**config.mk**
```make
export PLATFORM = sky130hd
export DESIGN_NAME = npu_bus_master
export DESIGN_NICKNAME = d
export VERILOG_FILES = /design/src/rtl/npu_bus_master.sv
export SDC_FILE = /design/constraint.sdc
export NUM_CORES = 1
export LEC_CHECK = 0
export BUFFER_PORTS_ARGS = -buffer_cell sky130_fd_sc_hd__buf_2
export CORE_UTILIZATION = 40
export DETAILED_ROUTE_END_ITERATION = 10
export PLACE_DENSITY = 0.76
export SLEW_MARGIN = 20
export SYNTH_ARGS = -nofsm -noshare
export SYNTH_HDL_FRONTEND = slang
export SYNTH_SLANG_ARGS = --single-unit
```
**constraint.sdc**
```tcl
create_clock -name clk_i -period 3.85 [get_ports clk_i]
set_clock_uncertainty 0.1 [all_clocks]
set_input_delay 0.5775 -clock clk_i [delete_from_list [all_inputs] [get_ports clk_i]]
set_output_delay 0.5775 -clock clk_i [all_outputs]
set_load 0.02 [all_outputs]
```
**src/rtl/npu_bus_master.sv**
```systemverilog
// Bus initiator for one NPU activation job: pipelined write Type, write Input, read Output.
// Keeps a one-entry type cache so that repeated activation types skip the type write.
module npu_bus_master #(
    parameter int unsigned       DWidth     = 32,
    parameter logic [DWidth-1:0] TypeAddr   = 'h0,
    parameter logic [DWidth-1:0] InputAddr  = 'h4,
    parameter logic [DWidth-1:0] OutputAddr = 'h8
) (
    input  logic              clk_i,
    input  logic              rst_ni,
    input  logic              cmd_valid_i,
    output logic              cmd_ready_o,
    input  logic [DWidth-1:0] cmd_type_i,
    input  logic [DWidth-1:0] cmd_data_i,
    output logic              rsp_valid_o,
    input  logic              rsp_ready_i,
    output logic [DWidth-1:0] rsp_data_o,
    output logic              rsp_err_o,
    output logic              sel_o,
    output logic              trans_o,
    output logic              write_o,
    output logic [DWidth-1:0] addr_o,
    output logic [DWidth-1:0] wdata_o,
    output logic              ready_o,
    input  logic [DWidth-1:0] rdata_i,
    input  logic              resp_i,
    input  logic              ready_i
);

    typedef enum logic [2:0] {IDLE, A_TYPE, A_INPUT, A_READ, D_READ, RESP} state_e;
    typedef enum logic [1:0] {DP_NONE, DP_TYPE, DP_INPUT, DP_READ} dphase_e;

    state_e            state_q, state_d;
    dphase_e           dphase_q, dphase_d;
    logic              err_q, err_d;
    logic              dp_err, cache_hit;
    logic              cache_valid_q;
    logic [DWidth-1:0] cache_type_q, type_q, data_q;
    logic              sel_d, write_d;
    logic [DWidth-1:0] addr_d, wdata_d;

    assign ready_o   = ready_i;
    assign dp_err    = ready_i && resp_i && (dphase_q != DP_NONE);
    assign cache_hit = cache_valid_q && (cmd_type_i == cache_type_q);

    // State register; dphase tracks which transfer currently owns the data phase
    always_ff @(posedge clk_i or negedge rst_ni) begin
        if (!rst_ni) begin
            state_q  <= IDLE;
            dphase_q <= DP_NONE;
            err_q    <= 1'b0;
        end else begin
            state_q  <= state_d;
            dphase_q <= dphase_d;
            err_q    <= err_d;
        end
    end

    // Next state: every bus state advances only on the cycle the data phase completes
    always_comb begin
        state_d  = state_q;
        dphase_d = dphase_q;
        err_d    = err_q;
        case (state_q)
            IDLE: begin
                if (cmd_valid_i) begin
                    state_d  = cache_hit ? A_INPUT : A_TYPE;
                    dphase_d = DP_NONE;
                    err_d    = 1'b0;
                end
            end
            A_TYPE: begin
                if (ready_i) begin
                    state_d  = A_INPUT;
                    dphase_d = DP_TYPE;
                end
            end
            A_INPUT: begin
                if (ready_i) begin
                    state_d  = dp_err ? D_READ : A_READ;
                    dphase_d = DP_INPUT;
                end
            end
            A_READ: begin
                if (ready_i) begin
                    state_d  = D_READ;
                    dphase_d = DP_READ;
                end
            end
            D_READ: begin
                if (ready_i) begin
                    state_d  = RESP;
                    dphase_d = DP_NONE;
                end
            end
            RESP: begin
                if (rsp_ready_i) begin
                    state_d = IDLE;
                    err_d   = 1'b0;
                end
            end
            default: begin
                state_d  = IDLE;
                dphase_d = DP_NONE;
            end
        endcase
        if (dp_err) err_d = 1'b1;
    end

    // Bus outputs decoded from the next state so they can be registered
    always_comb begin
        sel_d   = 1'b0;
        write_d = 1'b0;
        addr_d  = '0;
        wdata_d = '0;
        case (state_d)
            A_TYPE:  begin sel_d = 1'b1; write_d = 1'b1; addr_d = TypeAddr;  end
            A_INPUT: begin sel_d = 1'b1; write_d = 1'b1; addr_d = InputAddr; end
            A_READ:  begin sel_d = 1'b1; addr_d = OutputAddr; end
            default: ;
        endcase
        case (dphase_d)
            DP_TYPE:  wdata_d = type_q;
            DP_INPUT: wdata_d = data_q;
            default:  wdata_d = '0;
        endcase
    end

    always_ff @(posedge clk_i or negedge rst_ni) begin
        if (!rst_ni) begin
            cmd_ready_o <= 1'b1;
            rsp_valid_o <= 1'b0;
            rsp_err_o   <= 1'b0;
            sel_o       <= 1'b0;
            trans_o     <= 1'b0;
            write_o     <= 1'b0;
            addr_o      <= '0;
            wdata_o     <= '0;
        end else begin
            cmd_ready_o <= (state_d == IDLE);
            rsp_valid_o <= (state_d == RESP);
            rsp_err_o   <= (state_d == RESP) && err_d;
            sel_o       <= sel_d;
            trans_o     <= sel_d;
            write_o     <= write_d;
            addr_o      <= addr_d;
            wdata_o     <= wdata_d;
        end
    end

    // Command latch, type cache and response data
    always_ff @(posedge clk_i or negedge rst_ni) begin
        if (!rst_ni) begin
            type_q        <= '0;
            data_q        <= '0;
            cache_type_q  <= '0;
            cache_valid_q <= 1'b0;
            rsp_data_o    <= '0;
        end else begin
            if (state_q == IDLE && cmd_valid_i) begin
                type_q <= cmd_type_i;
                data_q <= cmd_data_i;
            end
            if (dp_err) begin
                cache_valid_q <= 1'b0;
            end else if (ready_i && dphase_q == DP_TYPE) begin
                cache_valid_q <= 1'b1;
                cache_type_q  <= type_q;
            end
            if (state_q == D_READ && ready_i) begin
                rsp_data_o <= err_d ? '0 : rdata_i;
            end
        end
    end

endmodule

```
# Word level (Yosys, flattened, before mapping)
# Index checks and enable logic that the tools add are counted.
classes:
  n_eq_ne: 13
  n_mux: 26
  bitwise_logic: 1
  n_reduce_logical: 14
ops:
  columns: ["cell", "n"]
  rows:
  - ["32-bit one-hot mux with 2 select lines", 1]
  - ["32-bit equality test", 1]
  - ["32-bit two-way mux", 1]
  - ["3-bit two-way mux", 7]
  - ["3-bit one-hot mux with 6 select lines", 1]
  - ["3-bit by 2-bit equality test with 1-bit output, second input constant", 4]
  - ["2-bit two-way mux", 6]
  - ["2-bit one-hot mux with 6 select lines", 1]
  - ["3-bit equality test, second input constant", 3]
  - ["4-bit one-hot mux with 2 select lines", 1]
  - ["1-bit logical AND", 7]
  - ["1-bit two-way mux", 7]
  - ["3-bit by 1-bit equality test with 1-bit output, second input constant", 2]
  - ["3-bit logical NOT", 2]
  - ["2-bit by 1-bit equality test with 1-bit output, second input constant", 2]
  - ["2-bit nonzero test", 2]
  - ["3-bit OR reduction", 1]
  - ["2-bit equality test, second input constant", 1]
  - ["1-bit one-hot mux with 2 select lines", 1]
  - ["2-bit AND reduction", 1]
  - ["2-bit OR reduction", 1]
  - ["1-bit NOT", 1]
totals:
  reg_bits: 204
  in_bits: 102
  output_inout_bits: 103
  word_cells: 69

# Logic depth before layout (Yosys ltp)
logic_depth:
  word_depth: 8
  ltp_mapped: 10
  ltp_nobuf: 8

# Least setup slack after synthesis
# Ideal clock, no wire load.
synth_timing:
  path_kind: "in2reg"
  startpoint: "input port ready_i"
  endpoint: "register wdata_o[10]"
  setup_time_ns: 0.132
  arrival_time_ns: 1.865
  t_required_ns: 3.618
  slack_ns: 1.753
  cell_stages: 10
  n_path_buf: 2
  path_cell_list: "buf_2 -> inv_1 -> a21oi_1 -> o22ai_1 -> nand2_1 -> o21ai_0 -> ha_1 -> clkbuf_1 -> a22oi_1 -> nor2_1"
synth_between:
  elab_chain_len: 4
  word_cells_on_any_way: 8
  classes_between: "2 x eq/ne; 6 x mux"
synth_lines:
  columns: ["item", "line_no", "rtl"]
  rows:
  - ["start: declaration", "27", "input logic ready_i"]
  - ["2-bit two-way mux (on tied branches)", null, null]
  - ["2-bit one-hot mux with 6 select lines (*)", "64", "case (state_q)"]
  - ["via dphase_d[0]", "34", "dphase_e dphase_q, dphase_d;"]
  - ["2-bit equality test or 2-bit by 1-bit equality test with 1-bit output (tied branches)", "122", "case (dphase_d)"]
  - ["32-bit one-hot mux with 2 select lines (*)", "122", null]
  - ["via wdata_d[10]", "40", "logic [DWidth-1:0] addr_d, wdata_d;"]
  - ["end signal: assignment", "147", "wdata_o <= wdata_d;"]
  - ["end: declaration", "23", "output logic [DWidth-1:0] wdata_o,"]
# Mark *: on every way through the listed nets, which the timed path passes. The rest lies on a longest branch.
# A chain may end at the register's enable or synchronous reset.

# Worst setup path after layout
layout_timing:
  startpoint: "register state_q[2]"
  endpoint: "register rsp_data_o[21]"
layout_between:
  elab_chain_len: 4
  word_cells_on_any_way: 7
  classes_between: "2 x eq/ne; 3 x mux; 2 x reduce/logical"
layout_lines:
  columns: ["item", "line_no", "rtl"]
  rows:
  - ["start: declaration", "33", "state_e state_q, state_d;"]
  - ["start signal: assignment", "53", "state_q <= state_d;"]
  - ["3-bit equality test or 3-bit logical NOT (tied branches)", "64", null]
  - ["1-bit one-hot mux with 2 select lines (*)", "64", null]
  - ["1-bit two-way mux (*)", "107", "if (dp_err) err_d = 1'b1;"]
  - ["via err_d", "35", "logic err_q, err_d;"]
  - ["32-bit two-way mux (*)", "171", "rsp_data_o <= err_d ? '0 : rdata_i;"]
  - ["end signal: assignment", "171", null]
  - ["end: declaration", "17", "output logic [DWidth-1:0] rsp_data_o,"]
# Marked as above.

==> impl_metrics.py <==
metrics = {
    "sta": {
        "rsz0062_at_grt": "false",
        "fmax_mhz": 436,
        "worst_pin_slew_ns": 0.819,
        "setup_viol": 0,
        "tns_ns": 0,
        "timing.final.max_slew_violations": 0,
        "slew_headroom_pct": 45.4,
        "finalCriticalPeriod_ns": 2.29,
        "hold_violations": 0,
        "period_share_pct": 59.6,
    },
    "yosys": {
        "ys_seq_area_share_pct": 60.3,
        "yosysWarnings": 0,
        "synth-async-reset-ratio_pct": 100,
        "synth-xor-area-share_pct": 4.00,
        "synthAdderAreaFrac_pct": 0.346,
        "yosys-top-cells-area": "dfrtp_1 60%, mux2_2 15%, xnor2_1 4.0%",
        "synth-seq-cells": 174,
        "synth_top_area_cell": "dfrtp_1",
        "muxShareOfSynthArea_pct": 15.1,
        "ys.flop_type": "dfrtp_1",
        "yosysMostFrequentCell": "dfrtp_1",
        "synth_top_family_by_area": "multiplexers",
        "syn_area_sq_mm": 0.00723,
        "synth_cell_type_count": 40,
        "synth-compound-area-share_pct": 9.24,
        "synth-simple-area-share_pct": 5.33,
        "yosys.area.top_type_share_pct": 59.9,
        "postSynthAreaPerCell_sq_um": 13.4,
        "synth_cells": 540,
        "synthTopCellsByCount": "173 x dfrtp_1, 95 x mux2_2, 39 x nor2_1",
        "synth_edf_count": 0,
    },
    "setup_path": {
        "end_kind": "flip-flop",
        "cp.required_ns": 4.10,
        "startpoint": "state_q[2]$_DFF_PN0_",
        "worstPathArrival_ns": 2.54,
        "crit_fanout": 32,
        "r2r-start": "state_q[2]$_DFF_PN0_",
        "regToRegEndpoint": "rsp_data_o[21]$_DFFE_PN0P_",
        "regToRegSetupSlack_ns": 1.56,
        "reg2regPathDepth": 5,
        "crit_type": "reg2reg",
        "crit_path_start_kind": "flip-flop",
    },
    "route": {
        "drt_iter0_drc": 179,
        "ant_nets": 0,
        "drcViolationCount": 0,
        "vias": 4710,
        "avgRoutedWirePerCell_um": 16.2,
        "drt-total-wl_um": 15400,
        "first_pass_iters": 4,
        "vias_per_cell": 4.96,
    },
    "power_and_ir_drop": {
        "irDropWorstVdd_uv": 468,
        "p_per_area_mw_per_mm2": 871,
        "p_leak_nw": 4.23,
    },
    "placed_design": {
        "dp_cells": 915,
        "portBuffers": 174,
        "dp_hpwl_um": 10500,
        "finalWeightedCongestion": 0.789,
    },
    "clock_tree": {
        "cts-hold-fix-buffers": 0,
        "path_clk_slew_ns": 0.06,
        "clk_path_buf_depth": 2,
        "cts_inserted_buffers": 17,
        "cts_resized": 0,
        "cts_max_level": 4,
        "worstSkewPairLatency_ns": 0.43,
        "cts-root-buf": "clkbuf_16",
        "clkSinkCount": 174,
        "post-cts-setup-buffers": 0,
        "cts_tree": "yes",
    },
    "worst_hold_path": {
        "hold_path_class": "in2async",
    },
    "job": {
        "drv_cap": 0,
    },
    "grt": {
        "grt_pass1_wl_um": 23900,
        "grt_pass1_vias": 4590,
        "grt_max_degree": 88,
        "globalRouteOverflowTotal": 0,
        "antenna_found_initial": 3,
        "grt_usage_pct": 17.2,
    },
    "run_status": {
        "outcome": "finished, final reports clean",
    },
    "cells_and_area": {
        "final_cells": 950,
        "nFillCells": 1528,
        "fin_nets": 813,
        "drive_gt1_share_pct": 43.6,
        "area_growth_pct": 22.6,
    },
    "floorplanning": {
        "core_area_sq_mm": 0.0175,
        "num_rows": 48,
        "ios": 205,
        "die_area_sq_mm": 0.0186,
        "fp.dieW_um": 136,
        "start_util_pct": 41.4,
        "die_h_um": 136,
    },
}
-- cell usage in the layout (no fill, tap or decap), types with 3 or more instances in the layout --
cell,Yosys,routed
dfrtp_1,173,173
buf_2,7,173
mux2_2,95,95
nor2_1,39,39
a22oi_1,33,33
xnor2_1,33,33
a22o_1,32,32
conb_1,1,30
clkbuf_16,0,17
nand2_1,10,10
o21ai_0,8,8
nand4_1,8,8
buf_4,36,6
a21oi_1,5,5
bufinv_16,0,5
nand2b_1,4,4
diode_2,0,3
inv_1,3,3
o211ai_1,3,3
nor2b_1,3,3
nand3_1,3,3
and2_1,3,3
inv_6,0,3
-- power breakdown --
| part | switching, mW | total, mW | internal (mW) |
|---|---|---|---|
| Clock | 0.748 | 1.92 | 1.17 |
| Sequential | 0.538 | 3.18 | 2.64 |
| Combinational | 1.37 | 2.62 | 1.25 |
| Total | 2.66 | 7.72 | 5.06 |
-- cell families (layout without fill, tap and decap cells) --
family / Yosys count / in the layout
and+or+nand+nor: 80 / 80
adders and majority gates: 2 / 2
other: 1 / 33
xor gates and xnor gates: 33 / 33
DFF: 174 / 174
AOI/OAI and AO/OA: 88 / 88
muxes: 97 / 97
buffers and inverters: 65 / 218
-- stage by stage --
| stage | area, sq um | utilization, % | total power [mW] | hold slack, ns | setup WS (ns) |
|---|---|---|---|---|---|
| after global placement | 8200 | 46.9 | 5.76 | 0.384 | 1.48 |
| after floorplan | 7340 | - | 5.05 | 0.182 | 1.75 |
| after global routing | 8860 | 50.7 | 8.22 | 0.152 | 1.38 |
| after detailed placement | 8200 | 46.9 | 5.87 | 0.386 | 1.43 |
| final | 8860 | 50.7 | 7.72 | 0.103 | 1.56 |
| after CTS | 8850 | 50.7 | 7.80 | 0.133 | 1.56 |
-- critical path, stage by stage, from the launching register on --
cell     delay, ns
dfrtp_1       0.55
or3b_1        0.44
a21oi_1       0.20
o21ai_2       0.11
nor2_4        0.58
a22o_1        0.24
-- metal layers --
layer  part of all wire [%]  track usage [%]
met5                      0                0
met4                   0.99             4.44
met3                    6.7             5.78
met2                     48             27.8
met1                     45             21.9
-- worst max-delay path by stage --
stage,endpoint,cells after the start
after detailed placement,wdata_o[29]$_DFF_PN0_,9
final,rsp_data_o[21]$_DFFE_PN0P_,5
after global routing,wdata_o[25]$_DFF_PN0_,9
after CTS,rsp_data_o[17]$_DFFE_PN0P_,5
after global placement,rsp_data_o[26]$_DFFE_PN0P_,6
after floorplan,wdata_o[10]$_DFF_PN0_,10
-- flip-flops by register name (all words and copies together), names as in the netlist --
register and cells:
state_q 3, rsp_data_o 32, type_q 32, trans_o 1, cache_type_q 32, addr_o 2, dphase_q 2, write_o 1
wdata_o 32, data_q 32, rsp_valid_o 1, cmd_ready_o 1, cache_valid_q 1, rsp_err_o 1, err_q 1
-- layout make-up --
| cell class | instances | area [sq um] | area share (%) |
|---|---|---|---|
| clock inverter | 14 | 229 | 2.58 |
| timing repair buffer | 182 | 962 | 10.9 |
| inverter | 4 | 15.0 | 0.169 |
| tap | 225 | 282 | 3.18 |
| sequential | 174 | 4360 | 49.1 |
| multi-input combinational | 330 | 2580 | 29.1 |
| antenna | 3 | 7.51 | 0.0847 |
| clock buffer | 18 | 429 | 4.84 |
Note: power is estimated with default switching activity, not from simulation.
